===== src/rtl/if_fetch_unit.sv =====
// Instruction-fetch stage: owns the fetch PC, issues one-at-a-time imem requests,
// and buffers returned words in a 2-entry FIFO handed to decode via valid/ready.
module if_fetch_unit #(
  parameter logic [31:0] RESET_PC = 32'h0040_0000,
  parameter logic [31:0] NOP_INST = 32'h0000_0013
) (
  input  logic        clk,
  input  logic        rstn,
  input  logic        redirect,
  input  logic [31:0] npc,
  output logic [31:0] pc_add4,
  output logic        imem_req,
  output logic [31:0] imem_addr,
  input  logic        imem_gnt,
  input  logic        imem_rvalid,
  input  logic [31:0] imem_rdata,
  output logic        if_valid,
  output logic [31:0] if_pc,
  output logic [31:0] if_inst,
  input  logic        id_ready
);

  typedef enum logic [1:0] {IDLE, REQ, WAIT} state_t;

  state_t      state, state_nxt;
  logic [31:0] pc, pc_nxt;
  logic [31:0] req_pc;
  logic [31:0] last_pc;
  logic        drop, drop_nxt;
  logic [1:0]  count;
  logic        rd_ptr, wr_ptr;
  logic [31:0] fifo_pc   [0:1];
  logic [31:0] fifo_inst [0:1];
  logic        grant, push, pop, flush, capture;

  // Requests are withheld while the FIFO is full, so a response always has a slot.
  assign imem_req  = (state == REQ) && (count != 2'd2);
  assign imem_addr = pc;
  assign grant     = imem_req && imem_gnt;

  assign if_valid = (count != 2'd0);
  assign pop      = if_valid && id_ready;
  assign if_pc    = if_valid ? fifo_pc[rd_ptr] : last_pc;
  assign if_inst  = if_valid ? fifo_inst[rd_ptr] : NOP_INST;
  assign pc_add4  = if_pc + 32'd4;

  always_ff @(posedge clk or negedge rstn) begin
    if (!rstn) state <= IDLE;
    else       state <= state_nxt;
  end

  always_comb begin
    state_nxt = state;
    pc_nxt    = pc;
    drop_nxt  = drop;
    push      = 1'b0;
    capture   = 1'b0;
    flush     = redirect;
    case (state)
      IDLE: state_nxt = REQ;
      REQ: begin
        if (grant) begin
          state_nxt = WAIT;
          capture   = !redirect;
          pc_nxt    = pc + 32'd4;
          drop_nxt  = redirect;
        end
      end
      WAIT: begin
        if (imem_rvalid) begin
          state_nxt = REQ;
          push      = !drop && !redirect;
          drop_nxt  = 1'b0;
        end else if (redirect) begin
          drop_nxt  = 1'b1;
        end
      end
      default: state_nxt = IDLE;
    endcase
    // A redirect always wins over the sequential address.
    if (redirect) pc_nxt = npc;
  end

  always_ff @(posedge clk or negedge rstn) begin
    if (!rstn) begin
      pc      <= RESET_PC;
      drop    <= 1'b0;
      count   <= 2'd0;
      rd_ptr  <= 1'b0;
      wr_ptr  <= 1'b0;
      last_pc <= RESET_PC;
    end else begin
      pc   <= pc_nxt;
      drop <= drop_nxt;
      if (pop) last_pc <= fifo_pc[rd_ptr];
      if (flush) begin
        count  <= 2'd0;
        rd_ptr <= 1'b0;
        wr_ptr <= 1'b0;
      end else begin
        if (push) wr_ptr <= ~wr_ptr;
        if (pop)  rd_ptr <= ~rd_ptr;
        case ({push, pop})
          2'b10:   count <= count + 2'd1;
          2'b01:   count <= count - 2'd1;
          default: count <= count;
        endcase
      end
    end
  end

  always_ff @(posedge clk) begin
    if (capture) req_pc <= pc;
    if (push) begin
      fifo_pc[wr_ptr]   <= req_pc;
      fifo_inst[wr_ptr] <= imem_rdata;
    end
  end

endmodule


===== config.mk =====
export PLATFORM = sky130hd
export DESIGN_NAME = if_fetch_unit
export DESIGN_NICKNAME = d
export VERILOG_FILES = /design/src/rtl/if_fetch_unit.sv
export SDC_FILE = /design/constraint.sdc
export NUM_CORES = 1
export LEC_CHECK = 0
export ABC_CLOCK_PERIOD_IN_PS = 5600
export CAP_MARGIN = 20
export CORE_ASPECT_RATIO = 1.5
export CORE_MARGIN = 4
export CORE_UTILIZATION = 40
export CTS_CLUSTER_SIZE = 24
export DETAILED_ROUTE_END_ITERATION = 8
export HOLD_SLACK_MARGIN = 0.08
export PLACE_DENSITY = 0.76
export SLEW_MARGIN = 25
export SYNTH_ARGS = -nofsm -noshare
export SYNTH_HDL_FRONTEND = slang
export SYNTH_SLANG_ARGS = --single-unit

===== constraint.sdc =====
create_clock -name clk -period 5.6 [get_ports clk]
set_input_delay 1.12 -clock clk [delete_from_list [all_inputs] [get_ports clk]]
set_output_delay 1.12 -clock clk [all_outputs]
set_load 0.005 [all_outputs]

* Word-level counts from Yosys, hierarchy flattened
Memory sizes are Yosys's and may differ from the RTL's.
Index checks and enable logic that the tools add are counted.
W data, S select, Z words.
** Storage, ports and cells
- Logic and storage cells :: 65
- Memories :: 2
- Flip-flop bits (word level) :: 103
- Input port bits :: 70
- RAM bits :: 128
** Operators by class
- Mux-type cells :: 24
- Reduce and logical (&&, ||, !) cells :: 17
- Add/subtract/negate cells :: 4
- Eq/ne operators :: 8
- Bitwise gates (word level) :: 2
** Memory list
- fifo_inst :: words 2, bits a word 32, read ports 1, clocked after memory_dff 0, write ports 1, line 33 : logic [31:0] fifo_inst [0:1];
- fifo_pc :: words 2, bits a word 32, read ports 1, clocked after memory_dff 0, write ports 1, line 32 : logic [31:0] fifo_pc [0:1];
** Operators by type and width (number)
- $mux W32 :: 5
- $add A32 B3 Y32 const B :: 2
- $mux W1 :: 13
- $reduce_bool A2 Y1 :: 6
- $mux W2 :: 3
- $ne A2 B2 Y1 const B :: 3
- $pmux W2 S3 :: 1
- $eq A2 B1 Y1 const B :: 2
- $eq A2 B2 Y1 const B :: 2
- $logic_and A1 B1 Y1 :: 4
- $pmux W2 S2 :: 1
- $reduce_and A2 Y1 :: 2
- $ne A3 B3 Y1 const B :: 1
- $reduce_and A3 Y1 :: 1
- $reduce_bool A3 Y1 :: 1
- $add A2 B1 Y2 const B :: 1
- $logic_not A1 Y1 :: 2
- $logic_not A2 Y1 :: 1
- $not A1 Y1 :: 2
- $pmux W1 S2 :: 1
- $sub A2 B1 Y2 const B :: 1

* Logic depth before layout (Yosys ltp)
- Word-level depth :: 7
- Gate-level depth with buffers :: 11
- Mapped depth without buffers :: 9

* Least setup slack after synthesis
OpenSTA, ideal clock, no wires.
- Path kind :: input to register
- Start :: input redirect
- End :: memory fifo_inst[0][0] (enable)
- Path buffers :: 1
- Setup slack :: 0.839 ns
- Cell stages on the path :: 4
- Data arrival time :: 4.274 ns
- Cells stage by stage :: clkbuf_1 -> nor2_1 -> nand3_1 -> nor2_1
** Between the ends
- Cells in the longest elaborated chain, start to end :: 6
** Ends and longest elaborated chain
- from (decl) :: line 9 : input logic redirect,
- $logic_not A1 Y1 :: line 72 : push = !drop && !redirect;
- $logic_and A1 B1 Y1 :: line 72
- $mux W1 :: line 70 : if (imem_rvalid) begin
- $mux W1 :: line 59 : case (state)
- $mux W1 :: line 114 : if (push) begin
- $mux W1 (not written as such) :: line 116 : fifo_inst[wr_ptr] <= imem_rdata;
- to (decl) :: line 33
No other way between the ends.

* Worst setup path in the final report
- Start :: register rd_ptr
- End :: output pc_add4[31]
** Between the ends
- Cells in the longest elaborated chain, start to end :: 3
** Ends and longest elaborated chain
- from (decl) :: line 31 : logic rd_ptr, wr_ptr;
- from (signal assigned) :: line 102 : if (pop) rd_ptr <= ~rd_ptr;
- $mem_v2 Z2 W32
- $mux W32 :: line 43 : assign if_pc = if_valid ? fifo_pc[rd_ptr] : last_pc;
- $add A32 B3 Y32 :: line 45 : assign pc_add4 = if_pc + 32'd4;
- to (decl) :: line 11 : output logic [31:0] pc_add4,
No other way between the ends.

==> results.yml <==
finish:
  layout-drive-gt1-share_pct: 8.214
  n_antenna_cell: 0
  area_growth_pct: 30.76
  fillers: 2129
  nets: 1031
hold_path:
  hold_class: "reg -> reg"
  whs_path_depth: 0
sta:
  fin_worst_skew_ns: 0.009383
  worstMarginPinSlew_ns: 0.9434
  hold_viol: 0
  slew_violations: 0
  slew_headroom_pct: 36.58
  period_share_pct: 87.75
  fin_tns_setup_ns: 0
  min_period_ns: 4.914
  holdWs_ns: 0.4416
  max_freq_ghz: 0.2035
  setup_viol: 0
  grt_setup_unrepaired: "no"
pwr:
  p_clk_share_pct: 29.2
  ir_drop_uv: 196.6
  p_seq_share_pct: 42.1
  pwr-share-comb_pct: 28.8
  power_switching_mw: 1.421
  swShare_pct: 27.44
  power_mw: 5.180
  p_per_area_nw_per_um2: 402.2
  intPower_mw: 3.759
  p_leak_nw: 4.512
routing:
  dr_total_vias: 6474
  wl_mm: 22.85
  avgViaCountPerCell: 4.988
  drtIter0Drc: 348
  ant_nets: 0
  drt-wirelength-per-cell_um: 17.60
  drt_first_pass_iters: 5
  drc_errors: 0
global_routing:
  grt_pass1_vias: 6592
  grt_antenna_before_repair: 0
  grt_usage_pct: 16.52
  grt_max_degree: 72
  grt_pass1_wl_mm: 35.77
  gr-total-overflow: 0
synthesis:
  avgSynthCellArea_um2: 12.83
  synth_most_common_cell: "edfxtp_1"
  ys_seq_area_share_pct: 66.84
  synth_area_leaders: "edfxtp_1, dfrtp_1, mux2i_1, nand2_1, o21ai_0"
  yosysTopAreaCell: "edfxtp_1"
  ys_ff_latch: 231
  synth_cell_types: 42
  yosys_warnings: 0
  synth-async-reset-ratio_pct: 30.74
  synth_common_cells: "edfxtp_1, nand2_1, dfrtp_1"
  synth_nets: 840
  synth_edf_count: 160
  ys.flop_type: "edfxtp_1"
  synth_top_area_share_pct: 48.77
  netlist_instances: 768
  synthesis.area_um2: 9851
critical_path:
  worst-endpoint-required_ns: 4.48
  cp.depth: 7
  critPathMaxStageDelay_ns: 0.76
  path_cells: "mux2i_1, a21oi_2, nand3_1, or4_4, nor4_2, xor2_1, clkdlybuf4s50_1"
  worstSetupEndpointType: "output pin"
  cp_num_buf_inv: 1
  crit_path_top_delay_cell: "dfrtp_4"
  cpLargestDelayFamily: "simple AND/OR/NAND/NOR gates"
  worstPathMaxFanout: 30
  critPathLaunchType: "register"
  reg2reg_depth: 7
  cp.arrival_ns: 3.79
  worstSetupPathType: "reg -> out"
clock_tree:
  cts.repair.resized: 0
  clock_path_buffers: 3
  root_buffer: "clkbuf_16"
  cts_tree: "done"
  clkSlewWorstSetupHoldPaths_ns: 0.07
  ctsHoldBuffers: 0
  cts_buffers: 21
  clock-sinks: 231
  h-tree-depth: 1
  worstSkewPairLatency_ns: 0.49
  cts_setup_buffers: 0
place:
  dp_hpwl_mm: 16.20
  io_buffers: 199
  gp_congestion: 0.8053
floorplan:
  die_area_um2: 27250
  die_y_um: 200.2
  die-width_um: 136.1
  initial_core_util_pct: 40.46
  rows: 70
  coreArea_um2: 24350
  pin_count: 200
status:
  status: "completed"
run:
  drv_cap: 0
-- area by class of cell --
class / instances / area [um2] / area share, %
clock inverters: 14 / 168.9 / 1.311
flip-flops and latches: 231 / 6588 / 51.14
repair buffers: 210 / 2071 / 16.08
inverters: 17 / 63.81 / 0.4954
multi-input cells: 478 / 3007 / 23.34
well taps: 324 / 405.4 / 3.147
clock buffers: 24 / 578.1 / 4.488
-- registers in the layout (all words and copies together), names as in the netlist, 2 cells and up --
register and flops:
req_pc 32, fifo_pc 64, fifo_inst 64, count 2, imem_addr 32, state 2
last_pc 32
-- worst register-to-register path, cell delays in order, from the launching register on --
cell and delay [ns]:
dfrtp_1 0.37, buf_4 0.35, nor2b_1 0.19, or4_1 0.65
nor4_2 0.76, nand3_1 0.21, xor2_1 0.18, o21ai_0 0.13
-- per-layer routing --
layer / track usage (%) / wire length, um / vias to the layer above
li1: - / - / 3128
met1: 20.35 / 8991 / 3162
met2: 30.49 / 12430 / 157
met3: 1.734 / 933 / 27
met4: 4.287 / 492 / 0
met5: 0 / 0 / -
-- per-stage QoR --
step | area (um2) | worst slack [ns] | cells | util, %
final | 12880 | 0.6860 | 1298 | 52.90
after global placement | 12130 | 1.222 | 1260 | 49.80
after floorplan | 9851 | 0.8390 | 768 | -
after global routing | 12880 | 0.4260 | 1298 | 52.90
after CTS | 12870 | 0.6342 | 1298 | 52.87
after detailed placement | 12130 | 1.165 | 1260 | 49.80
-- final timing paths --
| kind | start | endpoint | slack, ns |
|---|---|---|---|
| worst max-delay path | rd_ptr | pc_add4[31] | 0.69 |
| worst min-delay path | req_pc[8] | fifo_pc[0][8] | 0.44 |
| worst max register to register | count[0] | imem_addr[31] | 2.68 |
| worst min register to register | req_pc[8] | fifo_pc[0][8] | 0.44 |
| max in group asynchronous | rstn | rd_ptr | 4.42 |
| min in group asynchronous | rstn | last_pc[18] | 0.65 |
-- placed cells by master (no fill, tap or decap), types with 2 or more instances in the layout --
| cell | netlist | final |
|---|---|---|
| clkdlybuf4s50_1 | 0 | 197 |
| edfxtp_1 | 160 | 160 |
| nand2_1 | 87 | 86 |
| dfrtp_1 | 69 | 68 |
| mux2i_1 | 65 | 65 |
| o21ai_0 | 63 | 63 |
| nor2_1 | 57 | 54 |
| nor3_1 | 37 | 37 |
| xnor2_1 | 34 | 34 |
| xor2_1 | 27 | 27 |
| clkbuf_16 | 0 | 22 |
| a21oi_1 | 21 | 21 |
| nand3_1 | 20 | 20 |
| inv_1 | 16 | 16 |
| buf_4 | 5 | 11 |
| a21o_1 | 10 | 10 |
| and4_1 | 7 | 7 |
| a21oi_2 | 5 | 5 |
| nor4_2 | 5 | 5 |
| nand4_1 | 5 | 5 |
| and3_1 | 5 | 5 |
| nor3_2 | 4 | 4 |
| nor4_1 | 4 | 4 |
| nor2b_1 | 4 | 4 |
| or3_1 | 3 | 3 |
| bufinv_16 | 0 | 3 |
| clkinvlp_4 | 0 | 3 |
| clkinv_2 | 0 | 3 |
| clkinv_4 | 0 | 3 |
| nor2_2 | 1 | 2 |
| or4_1 | 2 | 2 |
| nor2_4 | 0 | 2 |
| mux2_2 | 2 | 2 |
| ha_1 | 2 | 2 |
| clkbuf_8 | 0 | 2 |
| dfstp_2 | 2 | 2 |
-- power groups by stage --
| stage | registers, mW | clock network (mW) | logic [mW] |
|---|---|---|---|
| after global placement | 2.20 | 0 | 1.48 |
| after detailed placement | 2.22 | 0 | 1.51 |
| final | 2.18 | 1.51 | 1.49 |
| after floorplan | 2.17 | 0 | 0.680 |
| after global routing | 2.20 | 1.62 | 1.63 |
| after CTS | 2.18 | 1.54 | 1.52 |
-- cells by family after synthesis --
group / synth area share (%)
AO/OA/AOI/OAI: 5.601
XOR/XNOR: 5.424
adder cells (fa/ha/maj): 0.2540
buffers and inverters: 2.896
flip-flops: 66.84
multiplexers: 6.833
AND/OR/NAND/NOR: 12.16
(Power assumes the default switching activity.)
